==> src/rtl/gumnut_ctrl_fsm.sv <==
// gumnut_ctrl_fsm -- multi-cycle control unit for the Gumnut core.
// Sequences fetch/decode/execute/memory/writeback, handshakes with instruction
// memory, data memory and I/O ports, and handles interrupts, wait/standby,
// illegal opcodes and an ack watchdog.
//
// Ports:
//   clk, rst            clock, asynchronous active-high reset
//   op_i                opcode field of IR (class decode on the top 7 bits)
//   misc_i              misc sub-op (ret/reti/enai/disi/wait/stby)
//   br_taken_i          branch condition, sampled in EXEC
//   imem/dmem/port_ack_i  memory and port acknowledges
//   int_req_i           level interrupt request
//   imem_req_o, ir_we_o, pc_we_o, pc_sel_o   fetch and PC control
//   dmem_req_o, port_req_o, mem_we_o         data/port access control
//   rf_we_o, stk_push_o, stk_pop_o           register file and return stack
//   int_ack_o           interrupt acknowledge pulse
//   ien_o, err_o        interrupt enable and sticky error flags (registered)
//   state_o             current state for debug
// Strobes are decoded from the state register and the current acks so that a
// handshake completes in the ack cycle; they are forced low while rst is high.

module gumnut_ctrl_fsm #(
    parameter int unsigned OP_W    = 7,
    parameter int unsigned TIMEOUT = 15,
    parameter int unsigned TO_W    = 4,
    parameter bit          INT_EN  = 1'b1
) (
    input  logic            clk,
    input  logic            rst,
    input  logic [OP_W-1:0] op_i,
    input  logic [2:0]      misc_i,
    input  logic            br_taken_i,
    input  logic            imem_ack_i,
    input  logic            dmem_ack_i,
    input  logic            port_ack_i,
    input  logic            int_req_i,
    output logic            imem_req_o,
    output logic            ir_we_o,
    output logic            pc_we_o,
    output logic [1:0]      pc_sel_o,
    output logic            dmem_req_o,
    output logic            port_req_o,
    output logic            mem_we_o,
    output logic            rf_we_o,
    output logic            stk_push_o,
    output logic            stk_pop_o,
    output logic            int_ack_o,
    output logic            ien_o,
    output logic            err_o,
    output logic [2:0]      state_o
);

    typedef enum logic [2:0] {
        ST_FETCH  = 3'd0,
        ST_DECODE = 3'd1,
        ST_EXEC   = 3'd2,
        ST_MEM    = 3'd3,
        ST_WB     = 3'd4,
        ST_INT    = 3'd5,
        ST_WAIT   = 3'd6,
        ST_ERR    = 3'd7
    } state_e;

    typedef enum logic [2:0] {
        CL_ALU,
        CL_MEM,
        CL_JMP,
        CL_JSB,
        CL_BR,
        CL_MISC,
        CL_ILL
    } op_class_e;

    localparam bit              WD_ON   = (TIMEOUT != 0);
    localparam logic [TO_W-1:0] WD_LAST = TO_W'((TIMEOUT == 0) ? 0 : TIMEOUT - 1);

    state_e          state_q, state_d;
    logic            ien_q, ien_d;
    logic            err_q, err_d;
    logic [TO_W-1:0] wd_q, wd_d;

    logic [6:0]      opc;
    op_class_e       cls;
    logic            mem_port;
    logic            mem_wr;
    logic            mem_ack;
    logic            wd_hit;

    logic            imem_req_c, ir_we_c, pc_we_c, dmem_req_c, port_req_c;
    logic            mem_we_c, rf_we_c, stk_push_c, stk_pop_c, int_ack_c;
    logic [1:0]      pc_sel_c;

    assign opc      = op_i[OP_W-1 -: 7];
    assign mem_port = opc[4];
    assign mem_wr   = opc[3];
    assign mem_ack  = mem_port ? port_ack_i : dmem_ack_i;
    assign wd_hit   = WD_ON && (wd_q == WD_LAST);

    // Instruction end: take an interrupt if enabled and requested, else fetch.
    function automatic state_e instr_end(input logic ien, input logic req);
        return (INT_EN && ien && req) ? ST_INT : ST_FETCH;
    endfunction

    // Opcode class decode; shift and both ALU forms share the writeback path.
    always_comb begin
        cls = CL_ILL;
        if (!opc[6])      cls = CL_ALU;
        else if (!opc[5]) cls = CL_MEM;
        else if (!opc[4]) cls = CL_ALU;
        else if (!opc[3]) cls = CL_ALU;
        else if (!opc[2]) cls = opc[1] ? CL_ILL : (opc[0] ? CL_JSB : CL_JMP);
        else if (!opc[1]) cls = CL_BR;
        else if (!opc[0]) cls = (misc_i[2:1] == 2'b11) ? CL_ILL : CL_MISC;
    end

    // Next-state, flag updates and strobe decode.
    always_comb begin
        state_d    = state_q;
        ien_d      = ien_q;
        err_d      = err_q;
        wd_d       = '0;
        imem_req_c = 1'b0;
        ir_we_c    = 1'b0;
        pc_we_c    = 1'b0;
        pc_sel_c   = 2'b00;
        dmem_req_c = 1'b0;
        port_req_c = 1'b0;
        mem_we_c   = 1'b0;
        rf_we_c    = 1'b0;
        stk_push_c = 1'b0;
        stk_pop_c  = 1'b0;
        int_ack_c  = 1'b0;

        case (state_q)
            ST_FETCH: begin
                imem_req_c = 1'b1;
                if (imem_ack_i) begin
                    ir_we_c = 1'b1;
                    pc_we_c = 1'b1;
                    state_d = ST_DECODE;
                end else if (wd_hit) begin
                    state_d = ST_ERR;
                end else if (WD_ON) begin
                    wd_d = wd_q + TO_W'(1);
                end
            end

            ST_DECODE: begin
                state_d = (cls == CL_ILL) ? ST_ERR : ST_EXEC;
            end

            ST_EXEC: begin
                case (cls)
                    CL_ALU: state_d = ST_WB;
                    CL_MEM: state_d = ST_MEM;
                    CL_JMP, CL_JSB: begin
                        pc_we_c    = 1'b1;
                        pc_sel_c   = 2'b01;
                        stk_push_c = (cls == CL_JSB);
                        state_d    = instr_end(ien_d, int_req_i);
                    end
                    CL_BR: begin
                        if (br_taken_i) begin
                            pc_we_c  = 1'b1;
                            pc_sel_c = 2'b01;
                        end
                        state_d = instr_end(ien_d, int_req_i);
                    end
                    CL_MISC: begin
                        case (misc_i)
                            3'b000: begin
                                stk_pop_c = 1'b1;
                                pc_we_c   = 1'b1;
                                pc_sel_c  = 2'b10;
                            end
                            3'b001: begin
                                stk_pop_c = 1'b1;
                                pc_we_c   = 1'b1;
                                pc_sel_c  = 2'b10;
                                ien_d     = 1'b1;
                            end
                            3'b010:  ien_d = 1'b1;
                            3'b011:  ien_d = 1'b0;
                            default: ;
                        endcase
                        // ien_d already reflects enai/disi/reti for the NEXT check.
                        if (misc_i[2]) state_d = misc_i[1] ? ST_ERR : ST_WAIT;
                        else           state_d = instr_end(ien_d, int_req_i);
                    end
                    default: state_d = ST_ERR;
                endcase
            end

            ST_MEM: begin
                dmem_req_c = !mem_port;
                port_req_c = mem_port;
                mem_we_c   = mem_wr;
                if (mem_ack) begin
                    state_d = mem_wr ? instr_end(ien_q, int_req_i) : ST_WB;
                end else if (wd_hit) begin
                    state_d = ST_ERR;
                end else if (WD_ON) begin
                    wd_d = wd_q + TO_W'(1);
                end
            end

            ST_WB: begin
                rf_we_c = 1'b1;
                state_d = instr_end(ien_q, int_req_i);
            end

            ST_INT: begin
                int_ack_c  = 1'b1;
                stk_push_c = 1'b1;
                pc_we_c    = 1'b1;
                pc_sel_c   = 2'b11;
                ien_d      = 1'b0;
                state_d    = ST_FETCH;
            end

            ST_WAIT: begin
                if (INT_EN && ien_q && int_req_i) state_d = ST_INT;
            end

            default: state_d = ST_ERR;
        endcase

        if (state_d == ST_ERR) err_d = 1'b1;
    end

    // State and flag registers.
    always_ff @(posedge clk or posedge rst) begin
        if (rst) begin
            state_q <= ST_FETCH;
            ien_q   <= 1'b0;
            err_q   <= 1'b0;
            wd_q    <= '0;
        end else begin
            state_q <= state_d;
            ien_q   <= ien_d & INT_EN;
            err_q   <= err_d;
            wd_q    <= wd_d;
        end
    end

    // Strobes are suppressed the moment rst rises.
    assign imem_req_o = imem_req_c & ~rst;
    assign ir_we_o    = ir_we_c & ~rst;
    assign pc_we_o    = pc_we_c & ~rst;
    assign pc_sel_o   = rst ? 2'b00 : pc_sel_c;
    assign dmem_req_o = dmem_req_c & ~rst;
    assign port_req_o = port_req_c & ~rst;
    assign mem_we_o   = mem_we_c & ~rst;
    assign rf_we_o    = rf_we_c & ~rst;
    assign stk_push_o = stk_push_c & ~rst;
    assign stk_pop_o  = stk_pop_c & ~rst;
    assign int_ack_o  = int_ack_c & ~rst;
    assign ien_o      = ien_q;
    assign err_o      = err_q;
    assign state_o    = state_q;

endmodule

==> config.mk <==
export PLATFORM = sky130hd
export DESIGN_NAME = gumnut_ctrl_fsm
export DESIGN_NICKNAME = d
export VERILOG_FILES = /design/src/rtl/gumnut_ctrl_fsm.sv
export SDC_FILE = /design/constraint.sdc
export NUM_CORES = 1
export LEC_CHECK = 0
export CAP_MARGIN = 20
export CORE_MARGIN = 2
export CORE_UTILIZATION = 47
export DETAILED_ROUTE_END_ITERATION = 10
export GPL_TIMING_DRIVEN = 0
export PLACE_DENSITY = 0.84
export REMOVE_ABC_BUFFERS = 1
export SLEW_MARGIN = 30
export SYNTH_ARGS = -nofsm -noshare
export SYNTH_HDL_FRONTEND = slang
export SYNTH_SLANG_ARGS = --single-unit
==> constraint.sdc <==
create_clock -name clk -period 4.11 [get_ports clk]
set_input_delay 1.233 -clock clk [delete_from_list [all_inputs] [get_ports clk]]
set_output_delay 1.233 -clock clk [all_outputs]
set_load 0.02 [all_outputs]
==> results.tsv, run 1 <==
metric	value	unit
status	completed	
synth.yosys.seq_area_share	0.2406	
power_frac_seq	0.329	
initial_core_util	0.4870	
synthCells	133	
post_synth_top_area_cell	dfrtp_1	
cts_tree	done	
synth_top_area_share	0.2406	
area.growth.synth_to_final	42.91	%
timing.clock.skew	0.003526	ns
p_switching	0.2824	mW
floorplan_die_width	48.63	µm
die-area	0.002364	mm²
min_path_type	register to register	
intPower	0.2914	mW
pwr-share-comb	0.558	
postSynth.asyncResetShare	1.000	
post-route-drc-count	0	
final-max-slew-violation-count	0	
hold_viol	0	
gp_congestion	0.8534	
post_syn_area	935.9	µm²
wire_per_inst	14.31	µm
row_count	16	
dp.final_hpwl	2.042	mm
fill_cells	181	
synth_top_cells_by_area	dfrtp_1 (24%), nor2_1 (7.6%), a21oi_1 (7.0%)	
yosys_warnings	0	
power.density_cell_area	429.0	mW/mm²
fp.dieH	48.63	µm
port_buffers	33	
share_clk_of_total_power	0.113	
grt_max_degree	20	
avgViaCountPerCell	5.759	
htree_levels	1	
ys.flop_type	dfrtp_1	
finalSetupViolCount	0	
drt-pass1-iter-count	4	
antenna_cells	0	
largest_fanout_of_any_net_on_the_critical_path	6	
netlist-cell-type-count	39	
setup_repair_after_global_routing_missed_its_margin	false	
timing_worst_slew_pin_value	0.5866	ns
detail_route.iter0.violations	25	
static_leakage_power	0.5523	nW
holdBufCountCts	0	
fmax	250.9	MHz
syn_area_per_cell	7.037	µm²
synth_enable_flop_cells	0	
clock_sink_count	9	
ys_ff_latch	9	
gr-usage-all-layers	0.2413	
power.ir.vdd_worst	0.3355	mV
nets	188	
grt_first_pass_wirelength	4.505	mm
total_power	0.5738	mW
worst-endpoint-required	2.88	ns
grt_antenna_before_repair	0	
clkTransAtPathRegs	0.06	ns
cp-start-kind	primary input	
io_pins	34	
dr_total_vias	1123	
timing.setup.critical_path_class	primary input to primary output	
clockBufferDepth	2	
cap_violations	0	
power_switching_share	0.4921	
drive_above_1_share	0.1548	
setup.worst_path.end_class	primary output	
totalNegativeSetupSlack	0	ns
post-route-period-util	0.9698	
max-slew-margin-rel	0.6089	
grt_overflow_total	0	
arrival	2.75	ns
mostFrequentLayoutCells	nor2_1 (19), clkdlybuf4s50_1 (19), nand2_1 (17)	
clock_latency	0.25	ns
detail_route.wirelength	2.790	mm
tritoncts.num_buffers	3	
min_period	3.986	ns
core_area	0.001922	mm²
postRouteAntennaNets	0	
grt_pass1_vias	1013	
master_cell_of_the_clock_root_buffer	clkbuf_4	
==> metal layers <==
layer  vias up  wire, µm  GRT usage
met5         -         0          0
met4         0        27     0.1000
li1        549         -          -
met3         4       188    0.04938
met2        46      1455     0.4315
met1       524      1118     0.2779
==> final cells by class <==
cell class / instances / area [µm²] / area share
multi-input cells: 112 / 683.2 / 0.5108
repair buffers: 37 / 344.1 / 0.2573
flip-flops and latches: 9 / 225.2 / 0.1684
well taps: 27 / 33.78 / 0.02526
clock buffers: 4 / 26.28 / 0.01964
inverters: 6 / 25.02 / 0.01871
==> cells by family after synthesis <==
| group | share of synthesized area |
|---|---|
| flip-flops | 0.2406 |
| buffers and inverters | 0.05480 |
| AO/OA/AOI/OAI | 0.2741 |
| XOR/XNOR | 0.01872 |
| multiplexers | 0.01070 |
| adder cells (fa/ha/maj) | 0.02673 |
| AND/OR/NAND/NOR | 0.3743 |
==> worst max-delay path, cell delays in order <==
cell and delay [ns]:
dlygate4sd2_1 0.34, nand4_4 0.19, nor2_4 0.19, a21oi_1 0.08, nor2_1 0.10, clkdlybuf4s50_1 0.61
==> state kept, by name, summed over array words and instances, names as in the netlist <==
| signal | flops |
|---|---|
| ien_o | 1 |
| err_o | 1 |
| wd_q | 4 |
| state_o | 3 |
==> synthesized netlist by cell type, drive strengths merged (3+ instances only) <==
cell	instances
a21oi	15
and2	4
and3	3
buf	5
dfrtp	9
inv	6
nand2	17
nand3	5
nand4	4
nor2	21
nor3	7
nor4	3
o21ai	9
==> metrics by stage <==
step / utilization / area [µm²] / std cells / worst slack [ns] / hold slack (ns)
global placement: 0.6615 / 1271 / 187 / -0.5790 / 0.4566
CTS: 0.6862 / 1319 / 193 / 0.004532 / 0.4787
finish: 0.6960 / 1338 / 195 / 0.1241 / 0.4832
detailed placement: 0.6615 / 1271 / 187 / -0.6085 / 0.4608
floorplan: - / 907.1 / 127 / 0.5930 / 0.4530
global route: 0.6960 / 1338 / 195 / 0.001936 / 0.4951
==> timing repair <==
action	4_1_cts	5_1_grt
pin swaps	1	2
gates resized for setup	24	4
endpoints found under the setup margin	7	4
buffers inserted	2	2
==> final timing paths <==
kind                             from          end  slack (ns)  cells after the start
hold reg to reg                 err_o        err_o        0.48                      1
setup / recovery              op_i[5]  pc_sel_o[0]        0.12                      6
hold / removal                  err_o        err_o        0.48                      1
max in group asynchronous         rst      wd_q[2]        2.76                      2
setup reg to reg           state_o[2]        ien_o        2.13                      8
min in group asynchronous         rst   state_o[0]        1.21                      2
==> power groups by stage <==
stage	Clock, mW	Sequential, mW	Combinational [mW]
floorplan	0	0.192	0.170
global placement	0	0.183	0.307
detailed placement	0	0.186	0.316
CTS	0.0681	0.186	0.316
global route	0.0731	0.197	0.349
finish	0.0647	0.189	0.320
(Power assumes the default switching activity.)
==> run 2, diff against run 1 <==
Settings changed: CORE_UTILIZATION 47 to 35, HOLD_SLACK_MARGIN set to 0.05, PLACE_DENSITY 0.84 to 0.65.
==> run 2 against run 1 <==
Against the previous run: register-to-register slack gained 0.10 ns; highest routed layer is now met3; clock skew grew 0.0028 ns; combinational power is essentially flat; core utilization shrank 16 points; sequential share of layout area grew 0.095 points; sequential power is essentially flat; wire length shrank 3.2%; setup slack lost 0.067 ns; power shrank 0.24%.
==> results.tsv, run 2 (synthesis gave the netlist of run 1 again) <==
metric	value	unit
htree_levels	1	
master_cell_of_the_clock_root_buffer	clkbuf_4	
final_area	0.001330	mm²
largest_register	wd_q	
critical_path.cell_chain	clkdlybuf4s50_1 > a21oi_4 > nand2_1 > o21ai_2 > and4_1 > nand2b_2 > a211oi_2 > buf_2	
largest_fanout_of_any_net_on_the_critical_path	3	
wire_per_inst	13.64	µm
postRouteAntennaNets	0	
hold_viol	0	
number_of_cells_on_the_worst_reg_to_reg_path	7	
finalSetupViolCount	0	
grtUsageMet3	0.02558	
timing.clock.skew	0.006319	ns
status	completed	
setup_repair_after_global_routing_missed_its_margin	true	
placed_cells_incl_taps	190	
timing.rr.start	state_o[2]	
io_pins	34	
postLayoutSetupSlackWorst	0.05666	ns
min_period	4.053	ns
die-area	0.003104	mm²
drive_above_1_share	0.1548	
tritoncts.num_buffers	3	
arrival	2.82	ns
final-max-slew-violation-count	0	
cp-start-kind	primary input	
area_after_dpl	0.001275	mm²
grt_first_pass_wirelength	4.581	mm
initial_core_util	0.3744	
worst_path_max_delay_cell	clkdlybuf4s50_1	
dr_total_vias	1089	
final-instance-count-excl-fill	198	
core_area	0.002500	mm²
row_count	18	
fmax	246.7	MHz
setup.worst_path.end_class	primary output	
grt_max_degree	20	
gp_congestion	0.8556	
holdBufCountCts	0	
floorplan_die_width	55.71	µm
power.ir.vdd_worst	0.3121	mV
min_path_type	register to register	
avgViaCountPerCell	5.500	
timing.setup.critical_path_class	primary input to primary output	
dp.final_hpwl	2.037	mm
clkTransAtPathRegs	0.05	ns
cap_violations	0	
nets	188	
power.density_cell_area	430.4	mW/mm²
hold-path-endpoint	err_o	
post-route-drc-count	0	
timing_worst_slew_pin_value	0.5978	ns
worstHoldPathCells	1	
reg2reg_capture_point	ien_o	
grt_antenna_before_repair	0	
critical-path-top-delay-family	buffers and inverters	
grt_most_used_layer	met2	
area.growth.synth_to_final	42.11	%
detail_route.wirelength	2.701	mm
detail_route.iter0.violations	24	
drt-pass1-iter-count	4	
clock_latency	0.25	ns
mostFrequentLayoutCells	clkdlybuf4s50_1 (20), nor2_1 (19), nand2_1 (17)	
cts_tree	done	
use_met2	0.2857	
gr-usage-all-layers	0.1776	
total_power	0.5724	mW
holdCritStartpoint	err_o	
fp.dieH	55.71	µm
flip_flop_count_of_the_largest_register_after_layout	4	
grt_pass1_vias	1035	
crit_buf_inv	2	
max-slew-margin-rel	0.6015	
critical-path-max-stage-delay	0.49	ns
port_buffers	33	
worst-r2r-setup-slack	2.23	ns
clockBufferDepth	2	
post-route-period-util	0.9862	
clock_sink_count	9	
dp_worst_setup_slack	-0.6042	ns
worst-endpoint-required	2.88	ns
mostFrequentLayoutCell	clkdlybuf4s50_1	
totalNegativeSetupSlack	0	ns
grt_overflow_total	0	
antenna_cells	0	
global_route.usage.met1	0.2386	
static_leakage_power	0.5453	nW
## run 2: changes by cell type in the layout (fill, tap and decap cells not counted)
cell,previous run,this run
buf_2,0,3
buf_4,5,4
clkbuf_2,1,0
clkdlybuf4s15_2,1,0
clkdlybuf4s50_1,19,20
dlymetal6s2s_1,1,0
## run 2: how the worst max path moves through the flow
| stage | end | slack (ns) | start | cells after the start |
|---|---|---|---|---|
| global route | pc_we_o | -0.06 | op_i[0] | 8 |
| floorplan | stk_pop_o | 0.59 | op_i[6] | 4 |
| CTS | stk_push_o | 0.01 | op_i[0] | 7 |
| global placement | pc_we_o | -0.60 | op_i[5] | 7 |
| detailed placement | pc_we_o | -0.60 | op_i[5] | 7 |
| finish | pc_we_o | 0.06 | op_i[0] | 8 |
## run 2: power by group
part	internal (mW)	switching, mW
clock network	0.0372	0.0280
logic	0.140	0.177
registers	0.112	0.0786
total	0.289	0.283
## run 2: timing repair
| action | 4_1_cts | 5_1_grt |
|---|---|---|
| setup buffers | 3 | 1 |
| setup endpoints to repair | 7 | 4 |
| pin swaps | 3 | 1 |
| resized for setup | 26 | 2 |
| gates cloned | 0 | 0 |
## run 2: through the flow
step	hold WS, ns	util
6_report	0.4708	0.5320
5_1_grt	0.4955	0.5320
4_1_cts	0.4766	0.5300
3_5_place_dp	0.4619	0.5100
3_3_place_gp	0.4568	0.5100
2_1_floorplan	0.4530	-
## run 2: routing by layer
layer	part of all wire	vias up
li1	-	543
met1	0.48	517
met2	0.48	29
met3	0.041	0
met4	0	0
met5	0	-
## run 2: final cells by class
| type | count | area, µm² |
|---|---|---|
| Sequential cell | 9 | 225.2 |
| Fill cell | 263 | 1170 |
| Inverter | 6 | 25.02 |
| Timing Repair Buffer | 37 | 332.8 |
| Clock buffer | 4 | 26.28 |
| Multi-Input combinational cell | 112 | 683.2 |
| Tap cell | 30 | 37.54 |
